## src/rtl/key_debounce_arbiter_if.sv

```systemverilog
// Key-pad bundle between the board pins and the shared-timer debouncer.
// Latency: n/a (wires only). Backpressure: none; outputs are levels and pulses.
// Ports: key (raw, active-low) | key_level, key_flag, key_rel_flag, busy (results).
interface key_debounce_arbiter_if #(
  parameter int N_KEYS = 4
);
  logic [N_KEYS-1:0] key;           // raw pins, 0 = pressed
  logic [N_KEYS-1:0] key_level;     // debounced level, 0 = pressed
  logic [N_KEYS-1:0] key_flag;      // one-cycle pulse on debounced press
  logic [N_KEYS-1:0] key_rel_flag;  // one-cycle pulse on debounced release
  logic              busy;          // shared timer is granted

  // Key source side (board / testbench).
  modport master (
    output key,
    input  key_level, key_flag, key_rel_flag, busy
  );

  // Debouncer side.
  modport slave (
    input  key,
    output key_level, key_flag, key_rel_flag, busy
  );
endinterface

```

## src/rtl/key_debounce_arbiter.sv

```systemverilog
// Debounces N_KEYS raw buttons with one shared timer granted round-robin to keys whose level changed.
// Latency: pulse/level change visible after edge T+CNT_MAX+2, T = edge where the synchronized key changes.
// Backpressure: none; waiting keys keep requesting while they differ, one IDLE cycle between grants.
// Ports: clk, rst_n (async, active-low); kb.slave carries key in, key_level/key_flag/key_rel_flag/busy out.
module key_debounce_arbiter #(
  parameter  int N_KEYS  = 4,
  parameter  int CNT_MAX = 999_999,
  localparam int CNT_W   = $clog2(CNT_MAX + 1),
  localparam int PTR_W   = (N_KEYS > 1) ? $clog2(N_KEYS) : 1
) (
  input  logic                  clk,
  input  logic                  rst_n,
  key_debounce_arbiter_if.slave kb
);

  localparam logic [0:0] ST_IDLE     = 1'b0;
  localparam logic [0:0] ST_DEBOUNCE = 1'b1;

  logic [N_KEYS-1:0] sync1_q, sync1_d;
  logic [N_KEYS-1:0] ks_q, ks_d;
  logic [N_KEYS-1:0] key_level_q, key_level_d;
  logic [N_KEYS-1:0] key_flag_q, key_flag_d;
  logic [N_KEYS-1:0] key_rel_flag_q, key_rel_flag_d;
  logic [0:0]        state_q, state_d;
  logic [CNT_W-1:0]  cnt_q, cnt_d;
  logic [PTR_W-1:0]  gnt_q, gnt_d;
  logic [PTR_W-1:0]  rr_ptr_q, rr_ptr_d;

  logic [N_KEYS-1:0] req;
  logic              req_found;
  logic [PTR_W-1:0]  req_pick;
  logic [PTR_W-1:0]  gnt_next;
  int                scan_idx;

  // A key wants the timer whenever its synchronized level disagrees with the debounced one.
  assign req = ks_q ^ key_level_q;

  // Round-robin pick: first requesting key at or above rr_ptr, wrapping at N_KEYS.
  always_comb begin
    req_found = 1'b0;
    req_pick  = '0;
    scan_idx  = 0;
    for (int off = 0; off < N_KEYS; off++) begin
      scan_idx = int'(rr_ptr_q) + off;
      if (scan_idx >= N_KEYS) scan_idx = scan_idx - N_KEYS;
      if (!req_found && req[scan_idx]) begin
        req_found = 1'b1;
        req_pick  = PTR_W'(scan_idx);
      end
    end
  end

  // Pointer moves past the key just served, whether it committed or aborted.
  assign gnt_next = (gnt_q == PTR_W'(N_KEYS - 1)) ? '0 : gnt_q + PTR_W'(1);

  always_comb begin
    sync1_d        = kb.key;
    ks_d           = sync1_q;
    key_level_d    = key_level_q;
    key_flag_d     = '0;
    key_rel_flag_d = '0;
    state_d        = state_q;
    cnt_d          = cnt_q;
    gnt_d          = gnt_q;
    rr_ptr_d       = rr_ptr_q;

    case (state_q)
      ST_IDLE: begin
        if (req_found) begin
          gnt_d   = req_pick;
          cnt_d   = '0;
          state_d = ST_DEBOUNCE;
        end
      end
      default: begin
        if (ks_q[gnt_q] == key_level_q[gnt_q]) begin
          // Input bounced back to the debounced level: drop the attempt silently.
          state_d  = ST_IDLE;
          rr_ptr_d = gnt_next;
        end else if (cnt_q == CNT_W'(CNT_MAX)) begin
          key_level_d[gnt_q] = ks_q[gnt_q];
          if (!ks_q[gnt_q]) key_flag_d[gnt_q]     = 1'b1;
          else              key_rel_flag_d[gnt_q] = 1'b1;
          rr_ptr_d = gnt_next;
          state_d  = ST_IDLE;
        end else begin
          cnt_d = cnt_q + CNT_W'(1);
        end
      end
    endcase
  end

  always_ff @(posedge clk or negedge rst_n) begin
    if (!rst_n) begin
      sync1_q        <= '1;
      ks_q           <= '1;
      key_level_q    <= '1;
      key_flag_q     <= '0;
      key_rel_flag_q <= '0;
      state_q        <= ST_IDLE;
      cnt_q          <= '0;
      gnt_q          <= '0;
      rr_ptr_q       <= '0;
    end else begin
      sync1_q        <= sync1_d;
      ks_q           <= ks_d;
      key_level_q    <= key_level_d;
      key_flag_q     <= key_flag_d;
      key_rel_flag_q <= key_rel_flag_d;
      state_q        <= state_d;
      cnt_q          <= cnt_d;
      gnt_q          <= gnt_d;
      rr_ptr_q       <= rr_ptr_d;
    end
  end

  assign kb.key_level    = key_level_q;
  assign kb.key_flag     = key_flag_q;
  assign kb.key_rel_flag = key_rel_flag_q;
  assign kb.busy         = (state_q == ST_DEBOUNCE);

endmodule
```

## src/flat_wrapper.sv

```systemverilog
// flat-port wrapper written by rule: the top's interface ports become plain ports
module key_debounce_arbiter_flat 
#(
  parameter  int N_KEYS  = 4,
  parameter  int CNT_MAX = 999_999,
  localparam int CNT_W   = $clog2(CNT_MAX + 1),
  localparam int PTR_W   = (N_KEYS > 1) ? $clog2(N_KEYS) : 1
)
  (clk, rst_n, kb_key, kb_key_level, kb_key_flag, kb_key_rel_flag, kb_busy);
  key_debounce_arbiter_if #(.N_KEYS(N_KEYS)) kb_i ();
  input  logic clk;
  input  logic rst_n;
  input wire logic [$bits(kb_i.key)-1:0] kb_key;
  output wire logic [$bits(kb_i.key_level)-1:0] kb_key_level;
  output wire logic [$bits(kb_i.key_flag)-1:0] kb_key_flag;
  output wire logic [$bits(kb_i.key_rel_flag)-1:0] kb_key_rel_flag;
  output wire logic [$bits(kb_i.busy)-1:0] kb_busy;
  assign kb_i.key = kb_key;
  assign kb_key_level = kb_i.key_level;
  assign kb_key_flag = kb_i.key_flag;
  assign kb_key_rel_flag = kb_i.key_rel_flag;
  assign kb_busy = kb_i.busy;
  key_debounce_arbiter #(.N_KEYS(N_KEYS), .CNT_MAX(CNT_MAX)) u_core (.clk(clk), .rst_n(rst_n), .kb(kb_i));
endmodule
```

## config.mk

```make
export PLATFORM = sky130hd
export DESIGN_NAME = key_debounce_arbiter_flat
export DESIGN_NICKNAME = d
export VERILOG_FILES = /design/src/rtl/key_debounce_arbiter_if.sv /design/src/rtl/key_debounce_arbiter.sv /design/src/flat_wrapper.sv
export SDC_FILE = /design/constraint.sdc
export NUM_CORES = 1
export LEC_CHECK = 0
export ABC_AREA = 0
export CORE_MARGIN = 2
export CORE_UTILIZATION = 45
export CTS_BUF_LIST = sky130_fd_sc_hd__clkbuf_4 sky130_fd_sc_hd__clkbuf_8
export CTS_CLUSTER_DIAMETER = 60
export DETAILED_ROUTE_END_ITERATION = 10
export PLACE_DENSITY = 0.64
export SYNTH_ARGS = -nofsm -noshare
export SYNTH_HDL_FRONTEND = slang
export SYNTH_SLANG_ARGS = --single-unit
```

## constraint.sdc

```tcl
create_clock -name clk -period 5.24 [get_ports clk]
set_input_delay 1.048 -clock clk [delete_from_list [all_inputs] [get_ports clk]]
set_output_delay 1.048 -clock clk [all_outputs]
set_load 0.01 [all_outputs]
```

== Word-level counts from Yosys, hierarchy flattened ==
Index checks and enable logic that the tools add are counted.
Widths: inputs -> output; s select.

* Bits in registers: 45
* Input bits: 6
* Output and inout bits: 13

* Add/sub/neg operators: 9
* Magnitude comparators: 10
* Eq/ne operators: 5
* Multiplexer cells: 50
* Bitwise logic cells: 3
* Reduce and logical (&&, ||, !) cells: 13

{| class="wikitable"
|+ Operator list
! cell !! count
|-
| $lt 32x4->1 const B || 4
|-
| $mux 32 || 4
|-
| $ge 32x4->1 const B || 3
|-
| $sub 32x4->32 const B || 3
|-
| $mux 20 || 4
|-
| $mux 4 || 8
|-
| $add 20x1->20 const B || 1
|-
| $eq 20x20->1 const B || 1
|-
| $mux 1 || 19
|-
| $mux 2 || 7
|-
| $bmux 1 s2 || 6
|-
| $add 2x2->3 const B || 2
|-
| $reduce_and 3->1 || 2
|-
| $bwmux 4 || 1
|-
| $logic_and 1x1->1 || 4
|-
| $ne 2x2->1 const B || 2
|-
| $reduce_and 2->1 || 2
|-
| $reduce_bool 2->1 || 2
|-
| $sub 2x3->4 const B || 1
|-
| $xor 4x4->4 || 1
|-
| $add 2x1->3 const B || 1
|-
| $ge 2x3->1 const B || 1
|-
| $logic_not 1->1 || 3
|-
| $lt 2x3->1 const B || 1
|-
| other kinds (6) || 7
|}

== Longest topological paths before layout ==
* Word-level depth: 17
* Depth in mapped cells: 8
* Depth with buffers taken out: 6

== Worst setup path after synthesis ==
OpenSTA, ideal clock, no wires.

* Path kind: reg2reg
* Start: reg u_core.cnt_q[10]
* End: reg u_core.key_level_q[2] (netlist: u_core.kb.key_level[2])
* Library setup time: 82 ps
* Arrival time: 2074 ps
* Slack: 3084 ps
* Stages on the path, launching flop included: 7
* Path buffers: 1
* Clock period less this slack: 2156 ps
* Cell sequence: dfrtp_1 -> or4_1 -> or4_4 -> nor2_4 -> buf_6 -> nand3_2 -> mux2_4

* Longest elaborated chain between the ends: 2

{| class="wikitable"
|+ Ends and longest elaborated chain
! item !! RTL line !! text
|-
| from (decl) || key_debounce_arbiter.sv:25 || <nowiki>logic [CNT_W-1:0] cnt_q, cnt_d;</nowiki>
|-
| from (signal assigned) || key_debounce_arbiter.sv:111 || <nowiki>cnt_q <= cnt_d;</nowiki>
|-
| $eq 20x20->1 || key_debounce_arbiter.sv:80 || <nowiki>end else if (cnt_q == CNT_W'(CNT_MAX)) begin</nowiki>
|-
| $reduce_and 3->1 (no source line) || n/a ||
|-
| to (signal assigned) || key_debounce_arbiter.sv:107 || <nowiki>key_level_q <= key_level_d;</nowiki>
|-
| to (decl) || key_debounce_arbiter.sv:21 || <nowiki>logic [N_KEYS-1:0] key_level_q, key_level_d;</nowiki>
|}

No other way between the ends.
A chain may end at the register's enable or synchronous reset.

== Worst setup path in the final report ==
* Start: reg u_core.state_q (netlist: u_core.kb.busy)
* End: out kb_busy

{| class="wikitable"
|+ RTL lines
! item !! RTL line !! text
|-
| from (decl) || key_debounce_arbiter.sv:24 || <nowiki>logic [0:0] state_q, state_d;</nowiki>
|-
| from (signal assigned) || key_debounce_arbiter.sv:110 || <nowiki>state_q <= state_d;</nowiki>
|-
| to (decl) || flat_wrapper.sv:17 || <nowiki>output wire logic [$bits(kb_i.busy)-1:0] kb_busy;</nowiki>
|}

No word-level cell between the ends.

==> impl_metrics.csv <==
group,metric,value,unit
outcome,status,"finished clean",
yosys,async_flop_share,100.0,%
cells_and_area,postLayoutCoreUtil,53.46,%
timing,maxSlewHeadroom,34.53,%
routing,drt-total-wl,4457,um
yosys,synth-seq-area-share,51.88,%
yosys,synth_warnings,0,
critical_path,timing.critical_path.fanout_max,18,
floorplanning,die_h,73.92,um
global_routing,track_usage,18.04,%
critical_path,rr_worst_depth,5,
floorplanning,core,4723,um^2
clock_tree,clockBufferDepth,2,
timing,worst_pin_slew,0.9820,ns
min_path,hold_path.class,"flop to flop",
routing,drc,0,
power_and_ir_drop,p_leak,1.041,nW
yosys,synth_fp_nets,208,
routing,first_pass_iters,4,
cells_and_area,fillerInstances,410,
timing,min_period,2.687,ns
power_and_ir_drop,power.switching_fraction,36.60,%
min_path,worstHoldPathCells,0,
critical_path,worstSetupStartpointType,"flop",
yosys,netlist_area,2200,um^2
flow_run,cap_violations,0,
cells_and_area,diodes,0,
critical_path,cp_top_family,"flip-flops",
critical_path,crit_path_max_incr_delay,0.70,ns
cells_and_area,final_nets,228,
timing,skew,0.01032,ns
cells_and_area,regArea,1141,um^2
global_routing,first_global_vias,1511,
clock_tree,clkTransAtPathRegs,0.08,ns
critical_path,path_class,"flop to output pin",
place,place_inst,277,
cells_and_area,final_cell_count_no_fill,285,
critical_path,worstPathRequired,4.19,ns
place,dpl.hpwl,3161,um
floorplanning,pin_count,19,
yosys,synth_area_leader_cell,"dfrtp_1",
yosys,ys_top_cells_by_area,"dfrtp_1 38%, dfstp_2 14%, xor2_1 5.2%",
power_and_ir_drop,clockPowerShare,24.3,%
clock_tree,numCtsBuffers,5,
floorplanning,die-area,5463,um^2
floorplanning,fp.dieW,73.92,um
power_and_ir_drop,seqPwrFrac,48.9,%
timing,finalHoldViolations,0,
critical_path,crit_arrival,1.64,ns
critical_path,path_buf_inv,1,
timing,setup_tns,0,ns
yosys,synth-edff-count,0,
routing,vias_per_cell,5.667,
cells_and_area,final_common_cell,"dfrtp_1",
timing,maxClockFrequency,372.1,MHz
cells_and_area,syn2layout_area_growth,14.79,%
cells_and_area,layout_common_cells,"33 x dfrtp_1, 18 x nor2_1, 17 x clkdlybuf4s50_1",
timing,slew_viol_final,0,
global_routing,grt_pass1_wl,7472,um
clock_tree,clkLatencyLatePin,0.30,ns
power_and_ir_drop,p_int,0.5631,mW
critical_path,crit_path_end_kind,"output pin",
yosys,synth.avg_cell_area,11.17,um^2
clock_tree,numClockSinks,45,
power_and_ir_drop,p_comb_share,26.9,%
power_and_ir_drop,peakVddDrop,0.1534,mV
floorplanning,initial_core_util,46.57,%
cells_and_area,multi_input_area,1002,um^2
yosys,ys_ff_latch,45,
yosys,ys_types,44,
clock_tree,root_buffer,"clkbuf_8",
yosys,synth_top_area_share,37.54,%
routing,num_vias,1615,
critical_path,crit_slowest_cell,"dfrtp_1",
cells_and_area,drive_above_1_share,15.14,%
clock_tree,ctsResizeCount,0,
routing,drt_iter0_markers,145,
power_and_ir_drop,p_switching,0.3251,mW
floorplanning,rows,25,
place,place.gp.congestion,0.9363,
timing,period_share,51.28,%
global_routing,grt_start_max_net_pins,46,
yosys,syn_inst,197,
global_routing,grt_overflow,0,
clock_tree,postCtsSetupBuffers,0,
clock_tree,htreeDepth,2,
place,io_buffer_count,18,
timing,rsz0062_at_grt,"false",
clock_tree,cts_hold_buf,0,
timing,setup_viol,0,
power_and_ir_drop,powerDensity,351.8,nW/um^2
critical_path,crit_chain,"clkdlybuf4s50_1",
yosys,synth_ff_type,"dfrtp_1",
routing,wire_per_inst,15.64,um
global_routing,antenna_found_initial,0,
critical_path,crit_cells,1,
routing,ant_nets,0,
clock_tree,cts_tree,"done",
==> metrics by stage <==
step / total power, mW / hold slack [ns] / instance area, um^2 / setup WS, ns
finish: 0.8883 / 0.3587 / 2525 / 2.553
global route: 0.9429 / 0.3612 / 2525 / 2.461
CTS: 0.8924 / 0.3597 / 2525 / 2.552
detailed placement: 0.6778 / 0.3468 / 2436 / 2.880
global placement: 0.6638 / 0.3455 / 2436 / 2.922
floorplan: 0.5937 / 0.3452 / 2200 / 3.084
==> cells by family after synthesis <==
| family | share of synthesized area, % |
|---|---|
| AND/OR/NAND/NOR | 20.59 |
| flip-flops | 51.88 |
| AO/OA/AOI/OAI | 9.273 |
| XOR/XNOR | 7.964 |
| buffers and inverters | 2.560 |
| multiplexers | 4.892 |
| adder cells (fa/ha/maj) | 2.844 |
==> worst reg2reg max path: cells and delay by family, from the launching register on <==
family,cells,cell delay [ns]
mux,1,0.31
simple gates,4,1.55
flops,1,0.43
==> final timing paths <==
| path | from | end | slack [ns] |
|---|---|---|---|
| setup / recovery | u_core.kb.busy$_DFF_PN0_ | kb_busy | 2.55 |
| hold / removal | u_core.ks_d[1]$_DFF_PN1_ | u_core.ks_q[1]$_DFF_PN1_ | 0.36 |
| setup reg to reg | u_core.cnt_q[10]$_DFFE_PN0P_ | u_core.kb.key_level[2]$_DFFE_PN1P_ | 2.88 |
| hold reg to reg | u_core.ks_d[1]$_DFF_PN1_ | u_core.ks_q[1]$_DFF_PN1_ | 0.36 |
| max in group asynchronous | rst_n | u_core.cnt_q[3]$_DFFE_PN0P_ | 3.72 |
| min in group asynchronous | rst_n | u_core.kb.key_rel_flag[1]$_DFF_PN0_ | 0.90 |
==> cells in the mapped netlist, types with 2 or more instances <==
library cell	instances
a21oi_1	6
a22o_1	2
and2_1	10
and3_1	3
and4_1	2
clkbuf_1	5
dfrtp_1	33
dfstp_2	12
ha_1	5
inv_1	7
mux2_1	2
mux2_4	2
mux4_2	2
nand2_1	8
nand3_1	5
nand3_2	2
nand4_1	15
nor2_1	18
o21ai_0	6
o21ai_1	2
o311ai_1	3
o31ai_1	5
or3_1	2
or4_1	2
xnor2_1	7
xor2_1	13
==> sequential cells by signal, summed over array words and instances, names as in the netlist <==
register / flops
u_core.cnt_q: 20
u_core.ks_d: 4
u_core.kb.key_level: 4
u_core.ks_q: 4
u_core.rr_ptr_q: 2
u_core.kb.key_rel_flag: 4
u_core.kb.key_flag: 4
u_core.kb.busy: 1
u_core.gnt_q: 2
==> per-layer routing <==
layer | share of wire [%] | GRT usage (%) | up-vias
met3 | 5.0 | 3.567 | 6
met1 | 46 | 24.80 | 801
li1 | - | - | 753
met2 | 48 | 28.57 | 55
met4 | 1.4 | 6.263 | 0
met5 | 0 | 0 | -
==> power groups by stage <==
stage          Clock, mW  Combinational [mW]  Sequential, mW
5_1_grt            0.231               0.270           0.442
2_1_floorplan          0               0.179           0.414
6_report           0.216               0.239           0.434
3_5_place_dp           0               0.238           0.439
3_3_place_gp           0               0.230           0.434
4_1_cts            0.220               0.239           0.433
==> cell type report <==
cell class	instances	share of cell area, %
sequential	45	45.19
clock buffer	5	2.725
clock inverter	3	0.7929
inverter	7	1.041
tap	67	3.320
multi-input combinational	139	39.69
timing repair buffer	19	7.235
Power figures use the tool's default switching activity.
